[src/rtl/tap_controller_pkg.sv]
// ---------------------------------------------------------------------------
// tap_controller_pkg
//   Shared constants for the JTAG TAP controller.
//   - STATE_W and the sixteen TAP state encodings. These use the same values
//     as the instruction-register side of the codebase, so the state bus can be
//     decoded directly by instruction_register and the DR chain.
//   - tap_ctrl_t: the registered control strobes that the controller drives.
//   - CTRL_RESET: strobe values while in Test-Logic-Reset.
//   - in_ir_branch(): true for SelIR..UpdIR, which drives the TDO mux select.
// ---------------------------------------------------------------------------
package tap_controller_pkg;

    localparam int STATE_W = 4;

    typedef logic [STATE_W-1:0] tap_state_t;

    localparam tap_state_t tlr_c      = 4'hF;
    localparam tap_state_t rti_c      = 4'hC;
    localparam tap_state_t seldr_c    = 4'h7;
    localparam tap_state_t capdr_c    = 4'h6;
    localparam tap_state_t shdr_c     = 4'h2;
    localparam tap_state_t exit1dr_c  = 4'h1;
    localparam tap_state_t pausedr_c  = 4'h3;
    localparam tap_state_t exit2dr_c  = 4'h0;
    localparam tap_state_t upddr_c    = 4'h5;
    localparam tap_state_t selir_c    = 4'h4;
    localparam tap_state_t capir_c    = 4'hE;
    localparam tap_state_t shir_c     = 4'hA;
    localparam tap_state_t exit1ir_c  = 4'h9;
    localparam tap_state_t pauseir_c  = 4'hB;
    localparam tap_state_t exit2ir_c  = 4'h8;
    localparam tap_state_t updir_c    = 4'hD;

    // Control strobes registered on falling tck. up_ir/up_dr/tlr_n are active-low.
    typedef struct packed {
        logic sh_ir;
        logic sh_dr;
        logic up_ir;
        logic up_dr;
        logic tlr_n;
        logic sel_ir;
        logic tdo_en;
    } tap_ctrl_t;

    localparam tap_ctrl_t CTRL_RESET = '{
        sh_ir:  1'b0,
        sh_dr:  1'b0,
        up_ir:  1'b1,
        up_dr:  1'b1,
        tlr_n:  1'b0,
        sel_ir: 1'b0,
        tdo_en: 1'b0
    };

    function automatic logic in_ir_branch(input tap_state_t s);
        logic r;
        r = 1'b0;
        case (s)
            selir_c, capir_c, shir_c, exit1ir_c,
            pauseir_c, exit2ir_c, updir_c: r = 1'b1;
            default:                       r = 1'b0;
        endcase
        return r;
    endfunction

endpackage

[src/rtl/tap_clock_gate.sv]
// ---------------------------------------------------------------------------
// tap_clock_gate
//   Glitch-free clock gate: the enable is captured by a latch that is
//   transparent while clk is low, and the output is clk AND the latched enable.
//   An enable change while clk is high therefore cannot chop a pulse.
// Ports:
//   clk   in   free-running clock (tck)
//   en    in   gate enable, may change at any time
//   gclk  out  gated clock
// ---------------------------------------------------------------------------
module tap_clock_gate (
    input  logic clk,
    input  logic en,
    output logic gclk
);

    logic en_latched;

    always_latch begin
        if (!clk) begin
            en_latched <= en;
        end
    end

    assign gclk = clk & en_latched;

endmodule

[src/rtl/tap_controller.sv]
// ---------------------------------------------------------------------------
// tap_controller
//   IEEE 1149.1 TAP state machine. The state advances on rising tck under tms.
//   The IR/DR control strobes are decoded from the state and registered on
//   falling tck, so they settle half a tck after each state change. The gated
//   IR/DR clocks run only in Capture/Shift of their branch.
//
// Ports:
//   tck        in   test clock; state updates on rising edge
//   reset      in   synchronous, active-low; forces Test-Logic-Reset
//   tms        in   test mode select, sampled on rising tck
//   state      out  current TAP state (tap_controller_pkg encoding)
//   clkIR      out  gated IR clock (Capture-IR / Shift-IR)
//   shIR       out  1 in Shift-IR
//   upIR       out  active-low IR update strobe (Update-IR)
//   clkDR      out  gated DR clock (Capture-DR / Shift-DR)
//   shDR       out  1 in Shift-DR
//   upDR       out  active-low DR update strobe (Update-DR)
//   tlr_n      out  0 while in Test-Logic-Reset
//   sel_ir     out  TDO mux select, 1 in the IR branch
//   tdo_en     out  TDO output enable, 1 in Shift-IR / Shift-DR
//   trace_cnt  out  (TAP_STATE_TRACE_EN only) count of completed IR+DR scans
//
// Build option:
//   TAP_STATE_TRACE_EN  adds trace_cnt[7:0]. It increments on every entry to
//                       Update-IR/Update-DR, wraps at 255, and is cleared
//                       while tlr_n is low.
// ---------------------------------------------------------------------------
module tap_controller
    import tap_controller_pkg::*;
(
    input  logic               tck,
    input  logic               reset,
    input  logic               tms,
    output logic [STATE_W-1:0] state,
    output logic               clkIR,
    output logic               shIR,
    output logic               upIR,
    output logic               clkDR,
    output logic               shDR,
    output logic               upDR,
    output logic               tlr_n,
    output logic               sel_ir,
`ifdef TAP_STATE_TRACE_EN
    output logic               tdo_en,
    output logic [7:0]         trace_cnt
`else
    output logic               tdo_en
`endif
);

    tap_state_t state_q;
    tap_state_t state_d;
    tap_ctrl_t  ctrl_d;
    tap_ctrl_t  ctrl_q;
    logic       ir_gate_en;
    logic       dr_gate_en;

    // ------------------------------------------------------------------
    // State register. Reset takes priority over tms, so a scan in progress
    // is abandoned without passing through an Update state.
    // ------------------------------------------------------------------
    always_ff @(posedge tck) begin
        if (!reset) begin
            state_q <= tlr_c;
        end else begin
            state_q <= state_d;
        end
    end

    // ------------------------------------------------------------------
    // Next-state logic
    // ------------------------------------------------------------------
    always_comb begin
        state_d = state_q;
        case (state_q)
            tlr_c:     state_d = tms ? tlr_c     : rti_c;
            rti_c:     state_d = tms ? seldr_c   : rti_c;
            seldr_c:   state_d = tms ? selir_c   : capdr_c;
            capdr_c:   state_d = tms ? exit1dr_c : shdr_c;
            shdr_c:    state_d = tms ? exit1dr_c : shdr_c;
            exit1dr_c: state_d = tms ? upddr_c   : pausedr_c;
            pausedr_c: state_d = tms ? exit2dr_c : pausedr_c;
            exit2dr_c: state_d = tms ? upddr_c   : shdr_c;
            upddr_c:   state_d = tms ? seldr_c   : rti_c;
            selir_c:   state_d = tms ? tlr_c     : capir_c;
            capir_c:   state_d = tms ? exit1ir_c : shir_c;
            shir_c:    state_d = tms ? exit1ir_c : shir_c;
            exit1ir_c: state_d = tms ? updir_c   : pauseir_c;
            pauseir_c: state_d = tms ? exit2ir_c : pauseir_c;
            exit2ir_c: state_d = tms ? updir_c   : shir_c;
            updir_c:   state_d = tms ? seldr_c   : rti_c;
            default:   state_d = tlr_c;
        endcase
    end

    // ------------------------------------------------------------------
    // Output decode from the current state
    // ------------------------------------------------------------------
    always_comb begin
        ctrl_d        = CTRL_RESET;
        ctrl_d.tlr_n  = 1'b1;
        ctrl_d.sel_ir = in_ir_branch(state_q);
        ir_gate_en    = 1'b0;
        dr_gate_en    = 1'b0;
        case (state_q)
            tlr_c: begin
                ctrl_d.tlr_n = 1'b0;
            end
            capir_c: begin
                ir_gate_en = 1'b1;
            end
            shir_c: begin
                ctrl_d.sh_ir  = 1'b1;
                ctrl_d.tdo_en = 1'b1;
                ir_gate_en    = 1'b1;
            end
            updir_c: begin
                ctrl_d.up_ir = 1'b0;
            end
            capdr_c: begin
                dr_gate_en = 1'b1;
            end
            shdr_c: begin
                ctrl_d.sh_dr  = 1'b1;
                ctrl_d.tdo_en = 1'b1;
                dr_gate_en    = 1'b1;
            end
            upddr_c: begin
                ctrl_d.up_dr = 1'b0;
            end
            default: begin
            end
        endcase
    end

    // Strobes are retimed to falling tck so downstream registers clocked on
    // rising tck see stable controls for the whole high phase.
    always_ff @(negedge tck) begin
        if (!reset) begin
            ctrl_q <= CTRL_RESET;
        end else begin
            ctrl_q <= ctrl_d;
        end
    end

    assign state  = state_q;
    assign shIR   = ctrl_q.sh_ir;
    assign shDR   = ctrl_q.sh_dr;
    assign upIR   = ctrl_q.up_ir;
    assign upDR   = ctrl_q.up_dr;
    assign tlr_n  = ctrl_q.tlr_n;
    assign sel_ir = ctrl_q.sel_ir;
    assign tdo_en = ctrl_q.tdo_en;

    // ------------------------------------------------------------------
    // Gated scan clocks. The enable for a state is latched during that
    // state's low phase, so the first pulse is the rising edge that leaves
    // Capture, and the last is the one that leaves Shift.
    // ------------------------------------------------------------------
    tap_clock_gate u_ir_gate (
        .clk  (tck),
        .en   (ir_gate_en),
        .gclk (clkIR)
    );

    tap_clock_gate u_dr_gate (
        .clk  (tck),
        .en   (dr_gate_en),
        .gclk (clkDR)
    );

`ifdef TAP_STATE_TRACE_EN
    logic [7:0] trace_q;
    logic       upd_entry;

    assign upd_entry = ((state_d == updir_c) || (state_d == upddr_c)) &&
                       (state_d != state_q);

    always_ff @(posedge tck) begin
        if (!reset || !ctrl_q.tlr_n) begin
            trace_q <= 8'd0;
        end else if (upd_entry) begin
            trace_q <= trace_q + 8'd1;
        end
    end

    assign trace_cnt = trace_q;
`endif

endmodule

[config.mk]
export PLATFORM = sky130hd
export DESIGN_NAME = tap_controller
export DESIGN_NICKNAME = d
export VERILOG_FILES = /design/src/rtl/tap_controller_pkg.sv /design/src/rtl/tap_clock_gate.sv /design/src/rtl/tap_controller.sv
export SDC_FILE = /design/constraint.sdc
export NUM_CORES = 1
export LEC_CHECK = 0
export BUFFER_PORTS_ARGS = -buffer_cell sky130_fd_sc_hd__buf_4
export CELL_PAD_IN_SITES_DETAIL_PLACEMENT = 2
export CELL_PAD_IN_SITES_GLOBAL_PLACEMENT = 2
export CORE_MARGIN = 2
export CORE_UTILIZATION = 28
export CTS_CLUSTER_SIZE = 20
export DETAILED_ROUTE_END_ITERATION = 10
export PLACE_DENSITY = 0.8
export SYNTH_ARGS = -nofsm -noshare
export SYNTH_HDL_FRONTEND = slang
export SYNTH_HIERARCHICAL = 1
export SYNTH_SLANG_ARGS = --single-unit
[constraint.sdc]
create_clock -name tck -period 2.9 [get_ports tck]
set_input_delay 0.435 -clock tck [delete_from_list [all_inputs] [get_ports tck]]
set_output_delay 0.435 -clock tck [all_outputs]
set_load 0.01 [all_outputs]
==> impl_results.html, run 1 <==
<table>
<tr><th>Metric</th><th>Value</th></tr>
<tr><th colspan="2">Logic synthesis</th></tr>
<tr><td>Yosys synthesis warning count</td><td>6</td></tr>
<tr><td>XOR/XNOR share of the synthesized area</td><td>0%</td></tr>
<tr><td>Dominant combinational cell family by area after synthesis</td><td>simple AND/OR/NAND/NOR gates</td></tr>
<tr><td>Syn_nets</td><td>55</td></tr>
<tr><td>EDFF count, synth</td><td>0</td></tr>
<tr><td>Mapped Area</td><td>482 sq um</td></tr>
<tr><td>Distinct cells, synth</td><td>25</td></tr>
<tr><td>Simple logic cell fraction of the synthesized area</td><td>24.2%</td></tr>
<tr><td>Compound-gate portion of the synthesized area</td><td>12.7%</td></tr>
<tr><td>Portion of netlist area occupied by mux cells</td><td>4.16%</td></tr>
<tr><td>Most used flip-flop cell after synthesis</td><td>sky130_fd_sc_hd__dfxtp_1</td></tr>
<tr><td>Async set or reset register ratio after synthesis</td><td>0%</td></tr>
<tr><td>Adder-cell share of the synthesized area</td><td>0%</td></tr>
<tr><td>Synth Area per Inst</td><td>9.26 sq um</td></tr>
<tr><td>Synthesized instance count</td><td>52</td></tr>
<tr><td>Post-synthesis register bit count</td><td>13</td></tr>
<tr><th colspan="2">Layout</th></tr>
<tr><td>Layout cells sized above 1</td><td>40.0%</td></tr>
<tr><td>Layout overhead on the synthesized area</td><td>46.8%</td></tr>
<tr><td>Fraction of the core area covered by cells at the end of the flow</td><td>45.3%</td></tr>
<tr><td>Nets</td><td>84</td></tr>
<tr><td>Number of flip-flops in the largest register</td><td>4</td></tr>
<tr><td>Number of standard cells in the layout, taps in and fillers out</td><td>96</td></tr>
<tr><td>FILL cells</td><td>182</td></tr>
<tr><td>Diodes inserted</td><td>0</td></tr>
<tr><th colspan="2">Outcome</th></tr>
<tr><td>Failing checks</td><td>setup timing</td></tr>
<tr><td>Outcome</td><td>finished, violations left</td></tr>
<tr><th colspan="2">Route</th></tr>
<tr><td>Count of vias placed by the detailed router</td><td>505</td></tr>
<tr><td>DR vias/cell</td><td>5.26</td></tr>
<tr><td>Post-Route WL</td><td>1.49 mm</td></tr>
<tr><td>Residual antenna-violating net count after detailed routing</td><td>0</td></tr>
<tr><td>Drt wl/cell</td><td>15.5 um</td></tr>
<tr><td>Residual DRC</td><td>0</td></tr>
<tr><td>Drt initial violations</td><td>7</td></tr>
<tr><td>Length of the first detailed-routing pass in iterations</td><td>4</td></tr>
<tr><th colspan="2">Place</th></tr>
<tr><td>Port-buffer cells</td><td>15</td></tr>
<tr><td>Weighted congestion at the end of routability-driven global placement</td><td>0.732</td></tr>
<tr><td>Worst slack at placement</td><td>0.154 ns</td></tr>
<tr><td>Number of cells after detailed placement</td><td>82</td></tr>
<tr><td>Dpl hpwl</td><td>967 um</td></tr>
<tr><th colspan="2">Power and ir drop</th></tr>
<tr><td>Fraction of power consumed by sequential logic</td><td>37.5%</td></tr>
<tr><td>Leakage</td><td>0.360 nW</td></tr>
<tr><td>Worst ir drop on vdd</td><td>0.000476 V</td></tr>
<tr><td>Internal power component</td><td>0.363 mW</td></tr>
<tr><td>Switching share of total power</td><td>33.2%</td></tr>
<tr><td>PwrDens</td><td>767 nW/um^2</td></tr>
<tr><td>Clock share of power</td><td>47.5%</td></tr>
<tr><td>Sw power</td><td>0.180 mW</td></tr>
<tr><td>Combinational cell fraction of total power</td><td>15.0%</td></tr>
<tr><th colspan="2">Floorplan</th></tr>
<tr><td># rows</td><td>14</td></tr>
<tr><td>Initial cell density of the core</td><td>30.9%</td></tr>
<tr><td>Floorplan die area</td><td>2070 sq um</td></tr>
<tr><td>Placeable core region</td><td>1560 sq um</td></tr>
<tr><td>Ports</td><td>16</td></tr>
<tr><td>Die outline width</td><td>45.5 um</td></tr>
<tr><td>Vertical die dimension</td><td>45.5 um</td></tr>
<tr><th colspan="2">Clock network</th></tr>
<tr><td>Number of post-CTS setup repair buffers</td><td>0</td></tr>
<tr><td>Clock slew at reported path FFs</td><td>0.09 ns</td></tr>
<tr><td>CTS tree</td><td>done</td></tr>
<tr><td>Insertion delay to the later sink of the worst-skew pair</td><td>0.48 ns</td></tr>
<tr><th colspan="2">Setup path</th></tr>
<tr><td>Maximum net fanout on the critical path</td><td>1</td></tr>
<tr><td>Worst-path cell with the longest stage delay</td><td>sky130_fd_sc_hd__dlxtn_2</td></tr>
<tr><td>Kind of capture point of the worst setup path</td><td>output port</td></tr>
<tr><td>Arrival time at the worst endpoint</td><td>2.50 ns</td></tr>
<tr><td>Required time at the worst-slack endpoint</td><td>2.47 ns</td></tr>
<tr><td>Worst setup path class</td><td>latch to output port</td></tr>
<tr><td>Longest individual stage delay on the worst path</td><td>0.40 ns</td></tr>
<tr><td>Cells along the critical path</td><td>and2_4 -&gt; buf_6</td></tr>
<tr><td>Startpoint class of the critical path</td><td>latch</td></tr>
<tr><th colspan="2">Timing</th></tr>
<tr><td>Unrepaired setup endpoints after global routing</td><td>yes</td></tr>
<tr><td>Fin. max-slew vios</td><td>0</td></tr>
<tr><td>Clock Skew</td><td>0.0684 ns</td></tr>
<tr><td>Slew margin rel.</td><td>72.1%</td></tr>
<tr><td>Final Hold Viols</td><td>0</td></tr>
<tr><td>Setup-violating endpoint count in the final report</td><td>4</td></tr>
<tr><td>Transition time at the pin with the least slew margin</td><td>0.417 ns</td></tr>
<tr><td>Final worst-path setup slack</td><td>-0.0354 ns</td></tr>
<tr><th colspan="2">Flow run</th></tr>
<tr><td>Max_cap viols</td><td>0</td></tr>
<tr><th colspan="2">Global route</th></tr>
<tr><td>Total global routing overflow</td><td>0</td></tr>
<tr><td>First-pass GRT wire length</td><td>2.38 mm</td></tr>
<tr><td>All-Layer GR Usage</td><td>19.2%</td></tr>
<tr><td>Initial antenna violation count</td><td>0</td></tr>
<tr><td>Vias in the first global route</td><td>477</td></tr>
<tr><td>Largest net degree at the start of global routing</td><td>13</td></tr>
<tr><th colspan="2">Hold path</th></tr>
<tr><td>Classification of the worst-slack hold path</td><td>primary input to flip-flop</td></tr>
</table>
## cell families after synthesis
family	after synthesis
AO/OA/AOI/OAI	8
buffers and inverters	7
flip-flops	11
latches	2
multiplexers	2
AND/OR/NAND/NOR	22
## routing by layer
layer  share of wire, %  routed length (um)  GRT usage (%)  vias up
met5                  0                   0              0        -
met3                7.8                 116           11.5       10
met4                5.4                  80           24.1        0
met2                 45                 672           23.4       21
met1                 42                 618           19.9      238
li1                   -                   -              -      236
## critical path, delay by kind of cell, from the launching register on
| kind | cells | cell delay, ns |
|---|---|---|
| buffers and inverters | 1 | 0.09 |
| latches | 1 | 0.40 |
| AND/OR/NAND/NOR | 1 | 0.13 |
## cells in the mapped netlist, types with 2 or more instances
| cell | n | area, sq um |
|---|---|---|
| sky130_fd_sc_hd__and2_1 | 2 | 12.5 |
| sky130_fd_sc_hd__buf_2 | 3 | 15.0 |
| sky130_fd_sc_hd__dfxtp_1 | 11 | 220 |
| sky130_fd_sc_hd__dlxtn_1 | 2 | 30.0 |
| sky130_fd_sc_hd__inv_1 | 2 | 7.51 |
| sky130_fd_sc_hd__mux2i_1 | 2 | 20.0 |
| sky130_fd_sc_hd__nand2_1 | 6 | 22.5 |
| sky130_fd_sc_hd__nor2_1 | 3 | 11.3 |
| sky130_fd_sc_hd__nor3_1 | 2 | 10.0 |
| sky130_fd_sc_hd__nor4_1 | 2 | 12.5 |
| sky130_fd_sc_hd__o2bb2ai_1 | 2 | 17.5 |
| sky130_fd_sc_hd__or4_1 | 2 | 15.0 |
## worst paths after layout
| path | from | end | slack, ns | depth (start not counted) |
|---|---|---|---|---|
| hold reg to reg | state[2] | state[2] | 0.63 | 2 |
| setup reg to reg | state[0] | upDR | 0.19 | 2 |
| hold / removal | reset | state[3] | 0.22 | 2 |
| setup / recovery | u_dr_gate/en_latched | clkDR | -0.04 | 2 |
## final cells by class
cell class / count / area (sq um) / share of cell area (%)
inverter: 2 / 7.51 / 1.06
timing repair buffer: 16 / 120 / 17.0
sequential: 13 / 251 / 35.6
clock inverter: 8 / 30.0 / 4.25
clock buffer: 9 / 75.1 / 10.6
tap: 16 / 20.0 / 2.83
multi-input combinational: 32 / 203 / 28.7
## cells in the final DEF, fill, tap and decap left out
master	synthesis	layout
sky130_fd_sc_hd__nor3b_1	1	1
sky130_fd_sc_hd__buf_6	0	2
sky130_fd_sc_hd__inv_1	2	8
sky130_fd_sc_hd__and2_4	0	2
sky130_fd_sc_hd__mux2i_1	2	2
sky130_fd_sc_hd__o2bb2ai_1	2	2
sky130_fd_sc_hd__dfxtp_1	11	11
sky130_fd_sc_hd__nor4_1	2	2
sky130_fd_sc_hd__nand2_1	6	6
sky130_fd_sc_hd__or4_1	2	2
sky130_fd_sc_hd__a21oi_1	1	1
sky130_fd_sc_hd__dlxtn_1	2	1
sky130_fd_sc_hd__nor3_1	2	2
sky130_fd_sc_hd__a211o_2	1	1
sky130_fd_sc_hd__and2_2	1	1
sky130_fd_sc_hd__nor2_1	3	3
sky130_fd_sc_hd__a21boi_0	1	1
sky130_fd_sc_hd__clkbuf_4	0	7
sky130_fd_sc_hd__nor2b_1	1	1
sky130_fd_sc_hd__o21a_1	1	1
sky130_fd_sc_hd__inv_2	1	2
sky130_fd_sc_hd__dlxtn_2	0	1
sky130_fd_sc_hd__o21ai_0	1	1
sky130_fd_sc_hd__buf_4	1	16
sky130_fd_sc_hd__nand2b_1	1	1
sky130_fd_sc_hd__nand3_1	1	1
sky130_fd_sc_hd__a41oi_1	1	1
## metrics by stage
step | cell area, sq um | power (mW) | hold slack [ns] | setup TNS (ns)
CTS | 699 | 0.556 | 0.216 | -0.0838
floorplan | 482 | 0.270 | 0.497 | 0
detailed placement | 614 | 0.316 | 0.612 | 0
finish | 707 | 0.543 | 0.224 | -0.0605
global route | 707 | 0.587 | 0.225 | -0.142
global placement | 614 | 0.311 | 0.554 | 0
## power by group through the flow
stage | Clock [mW] | Sequential [mW] | Combinational [mW]
3_3_place_gp | 0.0273 | 0.205 | 0.0782
4_1_cts | 0.269 | 0.204 | 0.0828
5_1_grt | 0.292 | 0.206 | 0.0895
6_report | 0.258 | 0.203 | 0.0814
3_5_place_dp | 0.0273 | 0.207 | 0.0814
2_1_floorplan | 0.0221 | 0.200 | 0.0480
## timing repair
action / CTS / global route
gates resized for setup: 2 / 3
endpoints found under the setup margin: 4 / 4
pin swaps: 0 / 1
hold buffers: 0 / 0
(Power assumes the default switching activity.)
==> run 2, diff against run 1 <==
Settings changed: BUFFER_PORTS_ARGS -buffer_cell sky130_fd_sc_hd__buf_4 to -buffer_cell sky130_fd_sc_hd__buf_2.
==> run 2 against run 1 <==
Effect of this change: the flow still finishes with violations (setup timing); count of clock-buffer cells in the layout is 1 higher; combinational power is 6.1% lower; sequential share of layout area is 1.8 points higher; non-clock buffer count is 1 higher; highest routed layer unchanged; final cell count is 1.0% higher; clock power is 2% lower; critical path type unchanged; cell area is 4.8% lower; core utilization is 2.2 points lower; worst setup slack better by 0.029 ns; critical endpoint is now clkIR.
==> impl_results.html, run 2 (synthesis results as in run 1) <==
<table>
<tr><th>Metric</th><th>Value</th></tr>
<tr><th colspan="2">Outcome</th></tr>
<tr><td>Outcome</td><td>finished, violations left</td></tr>
<tr><td>Failing checks</td><td>setup timing</td></tr>
<tr><th colspan="2">Power and ir drop</th></tr>
<tr><td>Fraction of power consumed by sequential logic</td><td>38.1% (+0.6 points)</td></tr>
<tr><td>PwrDens</td><td>787 nW/um^2 (+2.6%)</td></tr>
<tr><td>Combinational cell fraction of total power</td><td>14.4% (-0.6 points)</td></tr>
<tr><td>Sw power</td><td>0.172 mW (-4.4%)</td></tr>
<tr><td>Leakage</td><td>0.347 nW (-3.5%)</td></tr>
<tr><td>Switching share of total power</td><td>32.4% (-0.73 points)</td></tr>
<tr><td>Internal power component</td><td>0.358 mW (-1.2%)</td></tr>
<tr><td>Worst ir drop on vdd</td><td>0.000314 V (-34%)</td></tr>
<tr><td>Clock share of power</td><td>47.5% (about the same)</td></tr>
<tr><th colspan="2">Timing</th></tr>
<tr><td>Final Hold Viols</td><td>0 (unchanged)</td></tr>
<tr><td>Setup-violating endpoint count in the final report</td><td>4 (unchanged)</td></tr>
<tr><td>Transition time at the pin with the least slew margin</td><td>0.360 ns (-0.0575 ns)</td></tr>
<tr><td>Slew margin rel.</td><td>76.0% (+3.8 points)</td></tr>
<tr><td>Clock Skew</td><td>0.0761 ns (+0.00777 ns)</td></tr>
<tr><td>Unrepaired setup endpoints after global routing</td><td>yes</td></tr>
<tr><td>Final worst-path setup slack</td><td>-0.00603 ns (+0.0293 ns)</td></tr>
<tr><td>Fin. max-slew vios</td><td>0 (unchanged)</td></tr>
<tr><th colspan="2">Floorplan</th></tr>
<tr><td>Die outline width</td><td>45.5 um (unchanged)</td></tr>
<tr><td>Initial cell density of the core</td><td>30.9% (unchanged)</td></tr>
<tr><td>Ports</td><td>16 (unchanged)</td></tr>
<tr><td>Vertical die dimension</td><td>45.5 um (unchanged)</td></tr>
<tr><td># rows</td><td>14 (unchanged)</td></tr>
<tr><td>Floorplan die area</td><td>2070 sq um (unchanged)</td></tr>
<tr><td>Placeable core region</td><td>1560 sq um (unchanged)</td></tr>
<tr><th colspan="2">Global route</th></tr>
<tr><td>First-pass GRT wire length</td><td>2.34 mm (-1.7%)</td></tr>
<tr><td>Vias in the first global route</td><td>518 (+8.6%)</td></tr>
<tr><td>Largest net degree at the start of global routing</td><td>12 (-1)</td></tr>
<tr><td>Total global routing overflow</td><td>0 (unchanged)</td></tr>
<tr><td>All-Layer GR Usage</td><td>17.4% (-1.8 points)</td></tr>
<tr><td>Initial antenna violation count</td><td>0 (unchanged)</td></tr>
<tr><th colspan="2">Layout</th></tr>
<tr><td>Layout cells sized above 1</td><td>38.3% (-1.7 points)</td></tr>
<tr><td>Number of standard cells in the layout, taps in and fillers out</td><td>97 (+1.0%)</td></tr>
<tr><td>Number of flip-flops in the largest register</td><td>4 (unchanged)</td></tr>
<tr><td>FILL cells</td><td>181 (-0.55%)</td></tr>
<tr><td>Nets</td><td>85 (+1.2%)</td></tr>
<tr><td>Layout overhead on the synthesized area</td><td>39.7%</td></tr>
<tr><td>Leading cell type in the layout, fill and taps excluded</td><td>sky130_fd_sc_hd__buf_2</td></tr>
<tr><td>Most frequent cells in the layout</td><td>sky130_fd_sc_hd__buf_2, sky130_fd_sc_hd__dfxtp_1, sky130_fd_sc_hd__inv_1, sky130_fd_sc_hd__clkbuf_4, sky130_fd_sc_hd__nand2_1</td></tr>
<tr><td>Diodes inserted</td><td>0 (unchanged)</td></tr>
<tr><th colspan="2">Setup path</th></tr>
<tr><td>Bufs and invs on worst path</td><td>1 (unchanged)</td></tr>
<tr><td>Cells along the critical path</td><td>and2_4 -&gt; buf_6</td></tr>
<tr><td>Longest individual stage delay on the worst path</td><td>0.41 ns (about the same)</td></tr>
<tr><td>Required time at the worst-slack endpoint</td><td>2.47 ns (about the same)</td></tr>
<tr><td>Worst setup path class</td><td>latch to output port</td></tr>
<tr><td>Arrival time at the worst endpoint</td><td>2.47 ns (-0.03 ns)</td></tr>
<tr><td>Maximum net fanout on the critical path</td><td>1 (unchanged)</td></tr>
<tr><td>Kind of capture point of the worst setup path</td><td>output port</td></tr>
<tr><td>Startpoint class of the critical path</td><td>latch</td></tr>
<tr><td>Family of cells with the greatest summed delay on the critical path</td><td>latches</td></tr>
<tr><td>Worst-path cell with the longest stage delay</td><td>sky130_fd_sc_hd__dlxtn_2</td></tr>
<tr><th colspan="2">Clock network</th></tr>
<tr><td>CTS tree</td><td>done</td></tr>
<tr><td>Post-CTS Resized</td><td>0 (-2)</td></tr>
<tr><td>Insertion delay to the later sink of the worst-skew pair</td><td>0.46 ns (-0.02 ns)</td></tr>
<tr><td>Number of post-CTS setup repair buffers</td><td>0 (unchanged)</td></tr>
<tr><td>Clock slew at reported path FFs</td><td>0.09 ns (about the same)</td></tr>
<tr><td>Hold bufs inserted after CTS</td><td>0 (unchanged)</td></tr>
<tr><th colspan="2">Hold path</th></tr>
<tr><td>Classification of the worst-slack hold path</td><td>primary input to flip-flop</td></tr>
<tr><th colspan="2">Place</th></tr>
<tr><td>Number of cells after detailed placement</td><td>83 (+1.2%)</td></tr>
<tr><td>Weighted congestion at the end of routability-driven global placement</td><td>0.729 (-0.46%)</td></tr>
<tr><td>Dpl hpwl</td><td>932 um (-3.6%)</td></tr>
<tr><td>Worst slack at placement</td><td>0.160 ns (+0.00664 ns)</td></tr>
<tr><td>Port-buffer cells</td><td>15 (unchanged)</td></tr>
<tr><th colspan="2">Route</th></tr>
<tr><td>Drt initial violations</td><td>9 (+2)</td></tr>
<tr><td>Residual antenna-violating net count after detailed routing</td><td>0 (unchanged)</td></tr>
<tr><td>Post-Route WL</td><td>1.42 mm (-4.4%)</td></tr>
<tr><td>DR vias/cell</td><td>5.07 (-3.6%)</td></tr>
<tr><td>Drt wl/cell</td><td>14.7 um (-5.4%)</td></tr>
<tr><td>Length of the first detailed-routing pass in iterations</td><td>4 (unchanged)</td></tr>
<tr><td>Count of vias placed by the detailed router</td><td>492 (-2.6%)</td></tr>
<tr><td>Residual DRC</td><td>0 (unchanged)</td></tr>
<tr><th colspan="2">Flow run</th></tr>
<tr><td>Max_cap viols</td><td>0 (unchanged)</td></tr>
</table>
==> run 2: cell count changes in the layout (fill, tap and decap cells not counted) <==
cell and delta:
sky130_fd_sc_hd__clkbuf_1 +1, sky130_fd_sc_hd__and2_1 +1, sky130_fd_sc_hd__and2_4 -1, sky130_fd_sc_hd__buf_6 -1
sky130_fd_sc_hd__buf_4 -12, sky130_fd_sc_hd__inv_2 -1, sky130_fd_sc_hd__buf_2 +14
==> run 2: stage by stage <==
stage	hold WS (ns)	utilization, %	instance area (sq um)	setup TNS [ns]	total power [mW]
after floorplan	0.497	-	482	0	0.270
after global placement	0.555	37.5	584	0	0.302
after detailed placement	0.575	37.5	584	0	0.305
after CTS	0.258	42.5	663	-0.0447	0.535
after global routing	0.259	43.2	673	-0.0967	0.586
final	0.268	43.2	673	-0.00820	0.530
==> run 2: final timing paths <==
| path | startpoint | endpoint | slack (ns) | cells past startpoint |
|---|---|---|---|---|
| setup reg to reg | state[0] | upIR | 0.27 | 2 |
| hold / removal | reset | state[3] | 0.27 | 2 |
| setup / recovery | u_ir_gate/en_latched | clkIR | -0.006 | 2 |
| hold reg to reg | state[2] | state[2] | 0.60 | 2 |
==> run 2: layer usage <==
layer	vias up	global-route usage (%)	part of all wire [%]
li1	239	-	-
met1	228	19.6	44
met2	23	23.9	48
met3	2	7.94	6.0
met4	0	15.9	1.3
met5	-	0	0
==> run 2: area by class of cell <==
cell class | count | area (sq um) | share of cell area (%)
clock buffer | 10 | 72.6 | 10.8
clock inverter | 7 | 26.3 | 3.90
inverter | 2 | 7.51 | 1.12
multi-input combinational | 32 | 200 | 29.7
sequential | 13 | 251 | 37.4
tap | 16 | 20.0 | 2.97
timing repair buffer | 17 | 95.1 | 14.1
==> run 2: power by group through the flow <==
stage	clock (mW)	combinational (mW)	sequential (mW)
floorplan	0.0221	0.0480	0.200
global placement	0.0250	0.0731	0.204
detailed placement	0.0250	0.0758	0.204
CTS	0.257	0.0768	0.201
global route	0.297	0.0856	0.204
finish	0.252	0.0764	0.202
